<file path="config.mk">
export PLATFORM = sky130hd
export DESIGN_NAME = wb2axil_bridge
export DESIGN_NICKNAME = d
export VERILOG_FILES = /design/src/rtl/wb2axil_bridge.sv
export SDC_FILE = /design/constraint.sdc
export NUM_CORES = 1
export LEC_CHECK = 0
export ABC_CLOCK_PERIOD_IN_PS = 1900
export BUFFER_PORTS_ARGS = -buffer_cell sky130_fd_sc_hd__clkbuf_2
export CORE_MARGIN = 5
export CORE_UTILIZATION = 46
export DETAILED_ROUTE_END_ITERATION = 16
export PLACE_DENSITY_LB_ADDON = 0.08
export SLEW_MARGIN = 15
export SYNTH_ARGS = -nofsm -noshare
export SYNTH_HDL_FRONTEND = slang
export SYNTH_SLANG_ARGS = --single-unit
</file>
<file path="constraint.sdc">
create_clock -name m_axi_aclk -period 1.9 [get_ports m_axi_aclk]
set_input_delay 0.19 -clock m_axi_aclk [delete_from_list [all_inputs] [get_ports m_axi_aclk]]
set_output_delay 0.19 -clock m_axi_aclk [all_outputs]
set_load 0.03 [all_outputs]
</file>
<file path="src/rtl/wb2axil_bridge.sv">
// -----------------------------------------------------------------------------
// wb2axil_bridge
//   Wishbone-pipelined slave to AXI4-Lite master bridge. One outstanding
//   transaction, single clock domain. A Wishbone request is registered in IDLE,
//   issued on AW/W (independent handshakes) or AR, the AXI response is waited
//   for, and a one-cycle ack (OKAY/EXOKAY) or err (SLVERR/DECERR) pulse is
//   returned. If wb_cyc_i drops while busy the AXI side still completes but no
//   completion pulse is given.
//
//   Optional feature macro: WB2AXIL_TIMEOUT_EN
//     When defined, a response that has not arrived within TIMEOUT_CYCLES
//     cycles of issuing the request produces one err pulse; the bridge then
//     drains the late AXI handshakes (DRAIN state) before returning to IDLE.
//
// Ports
//   m_axi_aclk, m_axi_aresetn : clock, synchronous active-low reset
//   wb_cyc_i/stb_i/we_i       : Wishbone cycle, strobe, write-enable
//   wb_addr_i/data_i/sel_i    : Wishbone address, write data, byte selects
//   wb_stall_o/ack_o/err_o    : Wishbone stall, success and error pulses
//   wb_data_o                 : read data, valid with ack, held until next read
//   m_axi_aw*, m_axi_w*       : AXI write address / write data channels
//   m_axi_b*                  : AXI write response channel
//   m_axi_ar*, m_axi_r*       : AXI read address / read data channels
// -----------------------------------------------------------------------------
module wb2axil_bridge #(
  parameter int ADDR_WIDTH     = 32,
  parameter int DATA_WIDTH     = 32,
  parameter int TIMEOUT_CYCLES = 256
) (
  input  logic                    m_axi_aclk,
  input  logic                    m_axi_aresetn,
  input  logic                    wb_cyc_i,
  input  logic                    wb_stb_i,
  input  logic                    wb_we_i,
  input  logic [ADDR_WIDTH-1:0]   wb_addr_i,
  input  logic [DATA_WIDTH-1:0]   wb_data_i,
  input  logic [DATA_WIDTH/8-1:0] wb_sel_i,
  output logic                    wb_stall_o,
  output logic                    wb_ack_o,
  output logic                    wb_err_o,
  output logic [DATA_WIDTH-1:0]   wb_data_o,
  output logic                    m_axi_awvalid,
  input  logic                    m_axi_awready,
  output logic [ADDR_WIDTH-1:0]   m_axi_awaddr,
  output logic                    m_axi_wvalid,
  input  logic                    m_axi_wready,
  output logic [DATA_WIDTH-1:0]   m_axi_wdata,
  output logic [DATA_WIDTH/8-1:0] m_axi_wstrb,
  input  logic                    m_axi_bvalid,
  output logic                    m_axi_bready,
  input  logic [1:0]              m_axi_bresp,
  output logic                    m_axi_arvalid,
  input  logic                    m_axi_arready,
  output logic [ADDR_WIDTH-1:0]   m_axi_araddr,
  input  logic                    m_axi_rvalid,
  output logic                    m_axi_rready,
  input  logic [DATA_WIDTH-1:0]   m_axi_rdata,
  input  logic [1:0]              m_axi_rresp
);

  localparam int STRB_W = DATA_WIDTH / 8;

  if (DATA_WIDTH != 32 && DATA_WIDTH != 64) begin : g_bad_width
    $error("wb2axil_bridge: DATA_WIDTH must be 32 or 64");
  end
  if (TIMEOUT_CYCLES < 1) begin : g_bad_timeout
    $error("wb2axil_bridge: TIMEOUT_CYCLES must be at least 1");
  end

  typedef enum logic [2:0] {
    IDLE, WR_REQ, WR_RESP, RD_REQ, RD_RESP, DONE, DRAIN
  } state_t;

  state_t state;
  logic   cyc_lost;   // wb_cyc_i was seen low at some point while busy

  // SLVERR (10) and DECERR (11) are errors; OKAY (00) and EXOKAY (01) are not.
  function automatic logic resp_is_err(input logic [1:0] resp);
    return (resp == 2'b10) || (resp == 2'b11);
  endfunction

  logic aw_fire, w_fire, ar_fire;
  logic aw_left, w_left;   // channel still pending after the current edge
  logic keep;              // completion pulse allowed for this transaction

  assign aw_fire = m_axi_awvalid && m_axi_awready;
  assign w_fire  = m_axi_wvalid  && m_axi_wready;
  assign ar_fire = m_axi_arvalid && m_axi_arready;
  assign aw_left = m_axi_awvalid && !m_axi_awready;
  assign w_left  = m_axi_wvalid  && !m_axi_wready;
  assign keep    = wb_cyc_i && !cyc_lost;

`ifdef WB2AXIL_TIMEOUT_EN
  localparam int CNT_W = $clog2(TIMEOUT_CYCLES + 1);
  logic [CNT_W-1:0] to_cnt;
  logic             is_wr;
  logic             completing;

  assign completing = (state == WR_RESP && m_axi_bvalid) ||
                      (state == RD_RESP && m_axi_rvalid);
`endif

  always_ff @(posedge m_axi_aclk) begin
    if (!m_axi_aresetn) begin
      state         <= IDLE;
      cyc_lost      <= 1'b0;
      wb_stall_o    <= 1'b0;
      wb_ack_o      <= 1'b0;
      wb_err_o      <= 1'b0;
      wb_data_o     <= '0;
      m_axi_awvalid <= 1'b0;
      m_axi_awaddr  <= '0;
      m_axi_wvalid  <= 1'b0;
      m_axi_wdata   <= '0;
      m_axi_wstrb   <= '0;
      m_axi_bready  <= 1'b0;
      m_axi_arvalid <= 1'b0;
      m_axi_araddr  <= '0;
      m_axi_rready  <= 1'b0;
`ifdef WB2AXIL_TIMEOUT_EN
      to_cnt        <= '0;
      is_wr         <= 1'b0;
`endif
    end else begin
      if (state != IDLE && !wb_cyc_i) cyc_lost <= 1'b1;

      case (state)
        IDLE: begin
          wb_stall_o <= 1'b0;
          if (wb_cyc_i && wb_stb_i) begin
            wb_stall_o <= 1'b1;
            cyc_lost   <= 1'b0;
`ifdef WB2AXIL_TIMEOUT_EN
            to_cnt     <= '0;
            is_wr      <= wb_we_i;
`endif
            if (wb_we_i) begin
              m_axi_awaddr  <= wb_addr_i;
              m_axi_wdata   <= wb_data_i;
              m_axi_wstrb   <= STRB_W'(wb_sel_i);
              m_axi_awvalid <= 1'b1;
              m_axi_wvalid  <= 1'b1;
              state         <= WR_REQ;
            end else begin
              m_axi_araddr  <= wb_addr_i;
              m_axi_arvalid <= 1'b1;
              state         <= RD_REQ;
            end
          end
        end

        WR_REQ: begin
          if (aw_fire) m_axi_awvalid <= 1'b0;
          if (w_fire)  m_axi_wvalid  <= 1'b0;
          if (!aw_left && !w_left) begin
            m_axi_bready <= 1'b1;
            state        <= WR_RESP;
          end
        end

        WR_RESP: begin
          if (m_axi_bvalid) begin
            m_axi_bready <= 1'b0;
            wb_ack_o     <= keep && !resp_is_err(m_axi_bresp);
            wb_err_o     <= keep &&  resp_is_err(m_axi_bresp);
            state        <= DONE;
          end
        end

        RD_REQ: begin
          if (ar_fire) begin
            m_axi_arvalid <= 1'b0;
            m_axi_rready  <= 1'b1;
            state         <= RD_RESP;
          end
        end

        RD_RESP: begin
          if (m_axi_rvalid) begin
            m_axi_rready <= 1'b0;
            wb_data_o    <= m_axi_rdata;
            wb_ack_o     <= keep && !resp_is_err(m_axi_rresp);
            wb_err_o     <= keep &&  resp_is_err(m_axi_rresp);
            state        <= DONE;
          end
        end

        DONE: begin
          wb_ack_o   <= 1'b0;
          wb_err_o   <= 1'b0;
          wb_stall_o <= 1'b0;
          state      <= IDLE;
        end

`ifdef WB2AXIL_TIMEOUT_EN
        DRAIN: begin
          // Late handshakes are still honoured so the fabric is left clean;
          // the response itself is thrown away.
          wb_err_o <= 1'b0;
          if (aw_fire) m_axi_awvalid <= 1'b0;
          if (w_fire)  m_axi_wvalid  <= 1'b0;
          if (ar_fire) m_axi_arvalid <= 1'b0;
          if ((is_wr && m_axi_bvalid) || (!is_wr && m_axi_rvalid)) begin
            m_axi_bready <= 1'b0;
            m_axi_rready <= 1'b0;
            wb_stall_o   <= 1'b0;
            state        <= IDLE;
          end
        end
`endif

        default: state <= IDLE;
      endcase

`ifdef WB2AXIL_TIMEOUT_EN
      // Overrides the normal next-state when the response window expires.
      if (state == WR_REQ || state == WR_RESP ||
          state == RD_REQ || state == RD_RESP) begin
        to_cnt <= to_cnt + 1'b1;
        if (to_cnt == CNT_W'(TIMEOUT_CYCLES - 1) && !completing) begin
          wb_ack_o     <= 1'b0;
          wb_err_o     <= keep;
          m_axi_bready <= is_wr;
          m_axi_rready <= !is_wr;
          state        <= DRAIN;
        end
      end
`endif
    end
  end

endmodule

</file>
==> reports/summary.md <==
* Clock H-tree levels: 4
* number of post-CTS setup repair buffers: 0
* Tightest Pin Transition: 487.6 ps
* global-route total usage across every layer: 0.2513
* DRT Pass-1 Iters: 4
* Arrival @ worst endpoint: 2060 ps
* net switching power of the design: 2394 uW
* die boundary height: 116.0 um
* warnings from Yosys: 0
* maximum number of pins on one net before global-route repair: 55
* weighted congestion at the end of routability-driven global placement: 0.8249
* setup violation total in the final timing report: 0
* Max Cap Viol: 0
* remaining routing DRC violations: 0
* vias in the first global route: 5,599
* total number of clock tree sinks: 144
* post-synthesis to final-layout area growth: 54.88%
* starting utilization of the core area: 0.4729
* buffer type at the clock tree root: clkbuf_16
* Worst setup SP type: flop
* cell area after synthesis: 5171 sq um
* Final Hold Fails: 0
* Core Box Area: 10,940 sq um
* worst rel slew slack: 0.6745
* smallest setup slack after layout: 171.1 ps
* Cells after Synth: 649
* sequential power share: 0.391
* global-route wire length before repair: 26.71 mm
* CTS tree: built
* Cell variety after synth: 32
* WS Path Type: reg -> reg
* worst-case setup slack after placement: 234.7 ps
* combinational share of power: 0.188
* unrepaired setup endpoints after global routing: false
* sequential-to-total area share from yosys stat: 0.5575
* worst clock skew: 5.291 ps
* detailed placer's ending HPWL: 10.85 mm
* number of vias per cell after detailed routing: 4.954
* full die area: 13,460 sq um
* per-cell routed wire length: 15.20 um
* result of the run: completed
* required time reported for the critical path endpoint: 2240 ps
* switching fraction of total power: 0.2787
* ys async rst share: 0
* final critical path time including I/O delays and setup: 1729 ps
* Final ANT Viol Nets: 0
* Antenna Diode Count: 0
* count of filler cells inserted in the layout: 841
* Hold WC Path Type: in -> reg
* clock power share: 0.421
* clock-pin slew on the worst setup and hold paths: 60 ps
* utilization after layout: 0.7324
* insertion delay to the later sink of the worst-skew pair: 420 ps
* number of clock buffers inserted by TritonCTS: 17
* worst vdd ir: 0.0008009 V
* internal power: 6196 uW
* Die W: 116.0 um
* final-layout setup total negative slack: 0 ps
* final layout net count: 1,080
* power density of the placed cells: 1072 nW/um^2
* average size of a mapped cell: 7.968 sq um
* count of buffers from port buffering: 251
* Achievable Freq: 578.4 MHz
* Congestion Overflow GR: 0
* clock buffer depth: 2
* total via count in the routed design: 5,543
* post-synth net total: 763
* most instantiated flip-flop cell in the synthesis netlist: dfxtp_1
* count of flip-flops with a built-in enable after synthesis: 0
* number of gates resized after CTS: 0
* crit end category: flop
* aggregate routed wire length: 17.01 mm
* Top Ports: 254
* cell type with the highest aggregate area in the netlist: dfxtp_1
* hold buffer count at CTS: 79
* Max Slew Vio Count: 0
* DRC marker count from the first detailed-route iteration: 478
* Leakage Power: 0.003481 uW
* number of storage elements in the synthesis netlist: 144
* main area contributors after synthesis: dfxtp_1 56%, nand2_1 20%, a21oi_1 13%, buf_2 1.8%, clkbuf_1 1.7%
* number of antenna violations at the first check in global routing: 0
* fraction of final layout cells with drive strength greater than 1: 0.3095
* row count: 38
* Crit Path Max Fanout: 37
* fraction of the cycle the final worst path needs: 0.9099
* proportion of netlist area held by the largest area contributor: 0.5575
[critical path, stage by stage (launching register included)]
cell and delay, ps:
dfxtp_1 460, buf_4 230, nor4b_4 410, buf_12 250
nand2_1 100, a21oi_1 170
[power groups by stage]
stage	clock network [uW]	logic, uW	registers (uW)
3_3_place_gp	0	1440	3400
3_5_place_dp	0	1470	3420
5_1_grt	3810	1750	3380
6_report	3620	1620	3360
4_1_cts	3680	1610	3350
2_1_floorplan	0	632	3730
[cells by family (layout without fill, tap and decap cells)]
family          count (synthesis)  count (layout)  synth area share
compound gates                152             152            0.1534
buf+inv                        51             381           0.04379
flops                         144             144            0.5575
mux                             4               4          0.007985
simple gates                  298             298            0.2374
[synthesized netlist by cell type (2+ instances only)]
library cell / count
o22ai_1: 3
mux2i_1: 3
buf_2: 19
a21oi_1: 139
and3_1: 2
nor2_1: 5
dfxtp_1: 144
nand2_1: 275
buf_4: 3
inv_1: 4
nand3_1: 2
o21ai_0: 2
clkbuf_1: 24
nand2b_1: 3
a221oi_1: 3
nor2b_1: 2
[cell type report]
type	instances	area, sq um	share of cell area
clock buffer	20	456.7	0.05702
clock inverter	12	187.7	0.02343
inverter	5	21.27	0.002656
multi-input combinational	454	2071	0.2586
sequential	144	2883	0.3599
tap	140	175.2	0.02187
timing repair buffer	344	2215	0.2765
[layer usage]
| layer | up-vias | share of wire | global-route usage |
|---|---|---|---|
| li1 | 2751 | - | - |
| met1 | 2507 | 0.37 | 0.2723 |
| met2 | 249 | 0.51 | 0.4392 |
| met3 | 36 | 0.094 | 0.08198 |
| met4 | 0 | 0.027 | 0.1261 |
| met5 | - | 0 | 0 |
[cells in the final DEF (no fill, tap or decap), types with 2 or more instances in the layout]
cell	count
clkbuf_8	2
bufinv_16	5
buf_4	9
o22ai_1	3
clkinv_2	6
nand2b_1	3
o21ai_0	2
nand2_1	275
inv_1	4
buf_12	5
nor2b_1	2
a21oi_1	139
dlygate4sd3_1	79
and3_1	2
a221oi_1	3
dfxtp_1	144
nand3_1	2
mux2i_1	3
clkbuf_2	251
clkbuf_16	17
nor2_1	5
[through the flow]
step	instances	total power (uW)	hold WS, ps	instance area, sq um
final	1119	8589	7.706	8009
after global routing	1119	8938	9.118	8009
after CTS	1119	8643	0.3646	8009
after detailed placement	1008	4883	412.4	6574
after global placement	1008	4840	402.6	6574
after floorplan	649	4359	301.8	5171
[sequential cells by signal, summed over array words and instances (netlist names)]
| signal | count |
|---|---|
| m_axi_araddr | 32 |
| m_axi_awaddr | 32 |
| m_axi_wdata | 32 |
| wb_data_o | 32 |
| m_axi_wstrb | 4 |
| state | 3 |
| cyc_lost | 1 |
| m_axi_arvalid | 1 |
| m_axi_awvalid | 1 |
| m_axi_bready | 1 |
| m_axi_rready | 1 |
| m_axi_wvalid | 1 |
| wb_ack_o | 1 |
| wb_err_o | 1 |
| wb_stall_o | 1 |
[worst paths after layout]
check,start,end,slack [ps],cells past startpoint
worst max register to register,state[2],m_axi_wdata[2],170,5
worst max-delay path,state[2],m_axi_wdata[2],170,5
worst min-delay path,m_axi_rdata[10],wb_data_o[10],8,3
worst min register to register,m_axi_wdata[27],m_axi_wdata[27],450,2
Power figures use the tool's default switching activity.
